[config.mk]
export PLATFORM = sky130hd
export DESIGN_NAME = lru_update
export DESIGN_NICKNAME = d
export VERILOG_FILES = /design/src/rtl/cache_pkg.sv /design/src/rtl/lru_age_next.sv /design/src/rtl/lru_update.sv
export SDC_FILE = /design/constraint.sdc
export NUM_CORES = 1
export LEC_CHECK = 0
export BUFFER_PORTS_ARGS = -buffer_cell sky130_fd_sc_hd__buf_2
export CAP_MARGIN = 25
export CORE_MARGIN = 2
export CORE_UTILIZATION = 43
export CTS_CLUSTER_DIAMETER = 100
export DETAILED_ROUTE_END_ITERATION = 8
export PLACE_DENSITY = 0.62
export SETUP_SLACK_MARGIN = 0.3
export SLEW_MARGIN = 25
export SYNTH_ARGS = -nofsm -noshare
export SYNTH_HDL_FRONTEND = slang
export SYNTH_SLANG_ARGS = --single-unit
[constraint.sdc]
create_clock -name clk -period 12.15 [get_ports clk]
set_input_delay 1.8225 -clock clk [delete_from_list [all_inputs] [get_ports clk]]
set_output_delay 1.8225 -clock clk [all_outputs]
set_load 0.005 [all_outputs]
[src/rtl/cache_pkg.sv]
// Shared types for the LRU age tracker.
// Operation encoding, FSM states and the age-field width helper.
package cache_pkg;

  typedef enum logic [1:0] {
    HIT   = 2'd0,
    FILL  = 2'd1,
    INVAL = 2'd2,
    RSVD  = 2'd3
  } lru_op_e;

  typedef enum logic [1:0] {
    IDLE   = 2'd0,
    READ   = 2'd1,
    UPDATE = 2'd2
  } lru_state_e;

  function automatic int age_w(input int assoc);
    return $clog2(assoc);
  endfunction

endpackage

[src/rtl/lru_age_next.sv]
// Next-age computation for one set plus LRU victim search.
// Ages are a permutation of 0..ASSOC-1; 0 is LRU, ASSOC-1 is MRU.
module lru_age_next
  import cache_pkg::*;
#(
  parameter int ASSOC = 8,
  localparam int W = age_w(ASSOC)
) (
  input  logic [ASSOC*W-1:0] i_ages,
  input  lru_op_e            i_op,
  input  logic [W-1:0]       i_way,
  output logic [ASSOC*W-1:0] o_ages,
  output logic [W-1:0]       o_victim
);

  localparam logic [W-1:0] MRU = W'(ASSOC - 1);

  logic [W-1:0] w_tgt;
  logic [W-1:0] w_tage;
  logic         w_promote;
  logic         w_demote;

  always_comb begin
    o_victim = '0;
    for (int i = 0; i < ASSOC; i++) begin
      if (i_ages[i*W +: W] == '0)
        o_victim = W'(i);
    end
  end

  // FILL promotes the victim exactly like a HIT on it
  assign w_tgt     = (i_op == FILL) ? o_victim : i_way;
  assign w_tage    = i_ages[w_tgt*W +: W];
  assign w_promote = (i_op == HIT) || (i_op == FILL);
  assign w_demote  = (i_op == INVAL);

  always_comb begin
    o_ages = i_ages;
    for (int i = 0; i < ASSOC; i++) begin
      unique case (1'b1)
        w_promote: begin
          if (W'(i) == w_tgt)
            o_ages[i*W +: W] = MRU;
          else if (i_ages[i*W +: W] > w_tage)
            o_ages[i*W +: W] = i_ages[i*W +: W] - W'(1);
        end
        w_demote: begin
          if (W'(i) == w_tgt)
            o_ages[i*W +: W] = '0;
          else if (i_ages[i*W +: W] < w_tage)
            o_ages[i*W +: W] = i_ages[i*W +: W] + W'(1);
        end
        default: ;
      endcase
    end
  end

endmodule

[src/rtl/lru_update.sv]
// Per-set LRU age tracker: IDLE -> READ -> UPDATE, one response per request.
// Set ages live in a register array; minimum spacing of 3 cycles avoids bypass.
module lru_update
  import cache_pkg::*;
#(
  parameter int ASSOC = 8,
  parameter int SETS  = 16,
  localparam int W  = age_w(ASSOC),
  localparam int SW = $clog2(SETS)
) (
  input  logic               clk,
  input  logic               rst_n,
  input  logic               req_valid,
  output logic               req_ready,
  input  logic [SW-1:0]      req_set,
  input  logic [W-1:0]       req_way,
  input  logic [1:0]         req_op,
  output logic               resp_valid,
  output logic [W-1:0]       resp_way,
  output logic [ASSOC*W-1:0] resp_lru_bits
);

  typedef struct packed {
    logic [SW-1:0] set;
    logic [W-1:0]  way;
    lru_op_e       op;
  } req_t;

  lru_state_e r_state;
  lru_state_e w_next;

  req_t               r_req;
  logic [ASSOC*W-1:0] r_ages;
  logic [ASSOC*W-1:0] r_mem [SETS];
  logic               r_resp_valid;
  logic [W-1:0]       r_resp_way;
  logic [ASSOC*W-1:0] r_resp_bits;

  logic               w_accept;
  logic [ASSOC*W-1:0] w_new;
  logic [W-1:0]       w_victim;
  logic [W-1:0]       w_resp_way;

  assign req_ready     = (r_state == IDLE);
  assign w_accept      = req_valid && req_ready;
  assign resp_valid    = r_resp_valid;
  assign resp_way      = r_resp_way;
  assign resp_lru_bits = r_resp_bits;

  always_ff @(posedge clk or negedge rst_n) begin
    if (!rst_n) r_state <= IDLE;
    else        r_state <= w_next;
  end

  always_comb begin
    w_next = r_state;
    unique case (r_state)
      IDLE:    if (w_accept) w_next = READ;
      READ:    w_next = UPDATE;
      UPDATE:  w_next = IDLE;
      default: w_next = IDLE;
    endcase
  end

  lru_age_next #(
    .ASSOC(ASSOC)
  ) u_next (
    .i_ages  (r_ages),
    .i_op    (r_req.op),
    .i_way   (r_req.way),
    .o_ages  (w_new),
    .o_victim(w_victim)
  );

  assign w_resp_way = (r_req.op == FILL) ? w_victim : r_req.way;

  always_ff @(posedge clk or negedge rst_n) begin
    if (!rst_n) begin
      r_req        <= '0;
      r_ages       <= '0;
      r_resp_valid <= 1'b0;
      r_resp_way   <= '0;
      r_resp_bits  <= '0;
      for (int s = 0; s < SETS; s++)
        for (int i = 0; i < ASSOC; i++)
          r_mem[s][i*W +: W] <= W'(i);
    end else begin
      r_resp_valid <= 1'b0;
      if (w_accept)
        r_req <= '{set: req_set, way: req_way, op: lru_op_e'(req_op)};
      if (r_state == READ)
        r_ages <= r_mem[r_req.set];
      if (r_state == UPDATE) begin
        r_mem[r_req.set] <= w_new;
        r_resp_valid     <= 1'b1;
        r_resp_way       <= w_resp_way;
        r_resp_bits      <= w_new;
      end
    end
  end

endmodule

==> out/metrics.cfg <==
[routing]
drc = 0
dr.pass1.iters = 5
vias = 15600
post_drt_via_cell_ratio = 5.79
wirelength_um = 56700
ant_nets = 0
drt_iter0_drc = 1026
drt-wirelength-per-cell_um = 21.1

[place]
dp_cells = 2600
portBuffers = 40
hpwl_um = 36100
routabilityCongestion = 0.894

[critical_path]
required_ns = 12.62
crit_type = reg2reg
reg2reg_from = r_req[0]
crit_fanout = 25
crit_arrival_ns = 6.63
rrSetupSlack_ns = 6.00
reg2reg_depth = 16
end_kind = flop
regToRegEndpoint = r_mem[318]
cp-start-kind = flop

[cts]
cts-root-buf = clkbuf_16
cts.sinks = 447
postCtsSetupRepairBufs = 0
clock_latency_ns = 0.58
cts_tree = yes
cts_buffer_depth = 3
cts_hold_buf = 0
cts_buffers = 47
cts_resized = 0
cts.htree.levels = 2
clk_pin_slew_ns = 0.06

[timing]
setup_viol = 0
fin_tns_setup_ns = 0
slew_headroom_pct = 35.2
fmaxAchievable_mhz = 163
slew_violations = 0
worst_pin_slew_ns = 0.971
fin_crit_sh_pct = 50.6
min_period_ns = 6.15
grt_setup_unrepaired = no
clock_skew_ns = 0.0148
finalHoldViolCount = 0

[status]
status = finished clean

[layout]
multiInputGateArea_mm2 = 0.00994
final_common_cell = nand2_1
drive_above_1_share_pct = 30.7
area_growth_pct = 12.3
final_nets = 2031
fillCellCount = 4521
final_cells = 2689
final_cell_mix = 331 x nand2_1, 302 x o21ai_0, 251 x dfrtp_1
num_antenna_cells = 0
seq_area_mm2 = 0.0114

[floorplanning]
core_area_mm2 = 0.0503
boundaryPins = 41
std_cell_rows = 82
die_x_um = 230
die-height_um = 230
start_util_pct = 43.7
die-area_mm2 = 0.0529

[global_route]
gr-usage-all-layers_pct = 21.7
grt_pass1_vias = 15800
grt_overflow = 0
grt_first_pass_wirelength_um = 90700
antenna_found_initial = 0
grt_max_degree = 140

[synthesis]
synth_cells = 1981
synth_cell_types = 80
ys_seq_elements = 447
syn_avg_cell_area_um2 = 11.1
synthTopCellsByArea = dfrtp_1 29%, dfstp_2 23%, mux4_2 12%
synthFlopType = dfrtp_1
synth_area_leader_cell = dfrtp_1
async_reset_ff_share_pct = 100
synth_top_area_share_pct = 29.1
synth_edf_count = 0
netlist_area_mm2 = 0.0219
syn_nets = 2032
ys_seq_area_share_pct = 52.1
yosysWarnings = 0

[power_and_ir_drop]
ir_drop_mv = 0.141
power.total_uw = 7280
p_leak_uw = 0.0100
p_per_area_mw_per_mm2 = 295

[hold_path]
hold_path_depth = 2
min_path_type = reg2reg
min_from = r_mem[305]
min_to = r_mem[305]

[flow_run]
drv_cap = 0

[report_power, final]
| part | total [µW] | switching [µW] | internal (µW) |
|---|---|---|---|
| registers | 2600 | 372 | 2220 |
| logic | 3250 | 1970 | 1270 |
| clock network | 1440 | 586 | 849 |
[metal layers]
layer	track usage [%]	routed length, µm	part of all wire [%]
met1	30.9	25900	46
met2	34.7	26600	47
met3	3.10	2890	5.1
met4	6.33	1290	2.3
met5	0	0	0
[stage by stage]
step                setup WS, ns  hold WS [ns]  cell area [µm²]  utilization, %
finish                      6.00         0.475            24700            49.0
global route                5.61         0.490            24700            49.0
CTS                         6.02         0.479            24500            48.7
detailed placement          6.02         0.466            23000            45.7
global placement            6.26         0.456            22900            45.5
floorplan                   7.43         0.445            21900               -
[cells in the mapped netlist, drive strengths merged, types with 4 or more instances]
master   instances
nand2          333
o21ai          305
dfrtp          255
dfstp          192
clkbuf         131
nor2           125
mux4           120
mux2           100
a21oi           95
ha              39
inv             38
nand3           23
buf             20
nor3            17
a31oi           16
a211oi          12
o211ai          12
nand2b          10
nor2b            8
a311oi           7
mux2i            7
a21o             6
and3             6
a2111oi          5
maj3             5
nor4             5
o221a            5
and2             4
o21a             4
o311a            4
o311ai           4
[registers in the layout (all words and copies together) (netlist names)]
register / count
resp_valid: 1
r_mem: 384
resp_lru_bits: 24
r_state: 2
r_ages: 24
r_req: 9
resp_way: 3
[layout make-up]
class | count | area share [%]
Multi-Input combinational cell | 1344 | 40.3
Clock buffer | 75 | 5.65
Inverter | 39 | 0.594
Clock inverter | 11 | 0.558
Tap cell | 672 | 3.41
Timing Repair Buffer | 101 | 3.09
Sequential cell | 447 | 46.4
[worst max-delay path, stage by stage, from the launching register on]
cell	delay, ns
dfrtp_1	0.95
and2b_1	0.52
mux2i_1	0.28
a21oi_1	0.77
buf_4	0.29
and3_1	0.16
a311oi_1	0.04
a31oi_1	0.45
buf_4	0.24
ha_1	0.29
nand2_1	0.12
nor3_1	0.05
a311oi_1	0.43
a21oi_1	0.19
a2111oi_0	0.80
a211oi_4	0.22
o21ai_0	0.24
[cells by family (layout without fill, tap and decap cells)]
| group | Yosys count | after routing | share of synthesized area [%] |
|---|---|---|---|
| adders and majority gates | 44 | 44 | 2.46 |
| AOI/OAI and AO/OA | 524 | 524 | 14.1 |
| muxes | 227 | 227 | 17.8 |
| and+or+nand+nor | 549 | 549 | 10.3 |
| buffers and inverters | 190 | 226 | 3.37 |
| DFF | 447 | 447 | 52.1 |
[how the worst max path moves through the flow]
| stage | start | to | slack, ns |
|---|---|---|---|
| finish | r_req[0] | r_mem[318] | 6.00 |
| global route | r_req[0] | r_mem[6] | 5.61 |
| CTS | r_req[0] | r_mem[222] | 6.02 |
| detailed placement | r_req[0] | r_mem[342] | 6.02 |
| global placement | r_req[0] | resp_lru_bits[21] | 6.26 |
| floorplan | r_ages[16] | r_mem[13] | 7.43 |
Power figures use the tool's default switching activity.
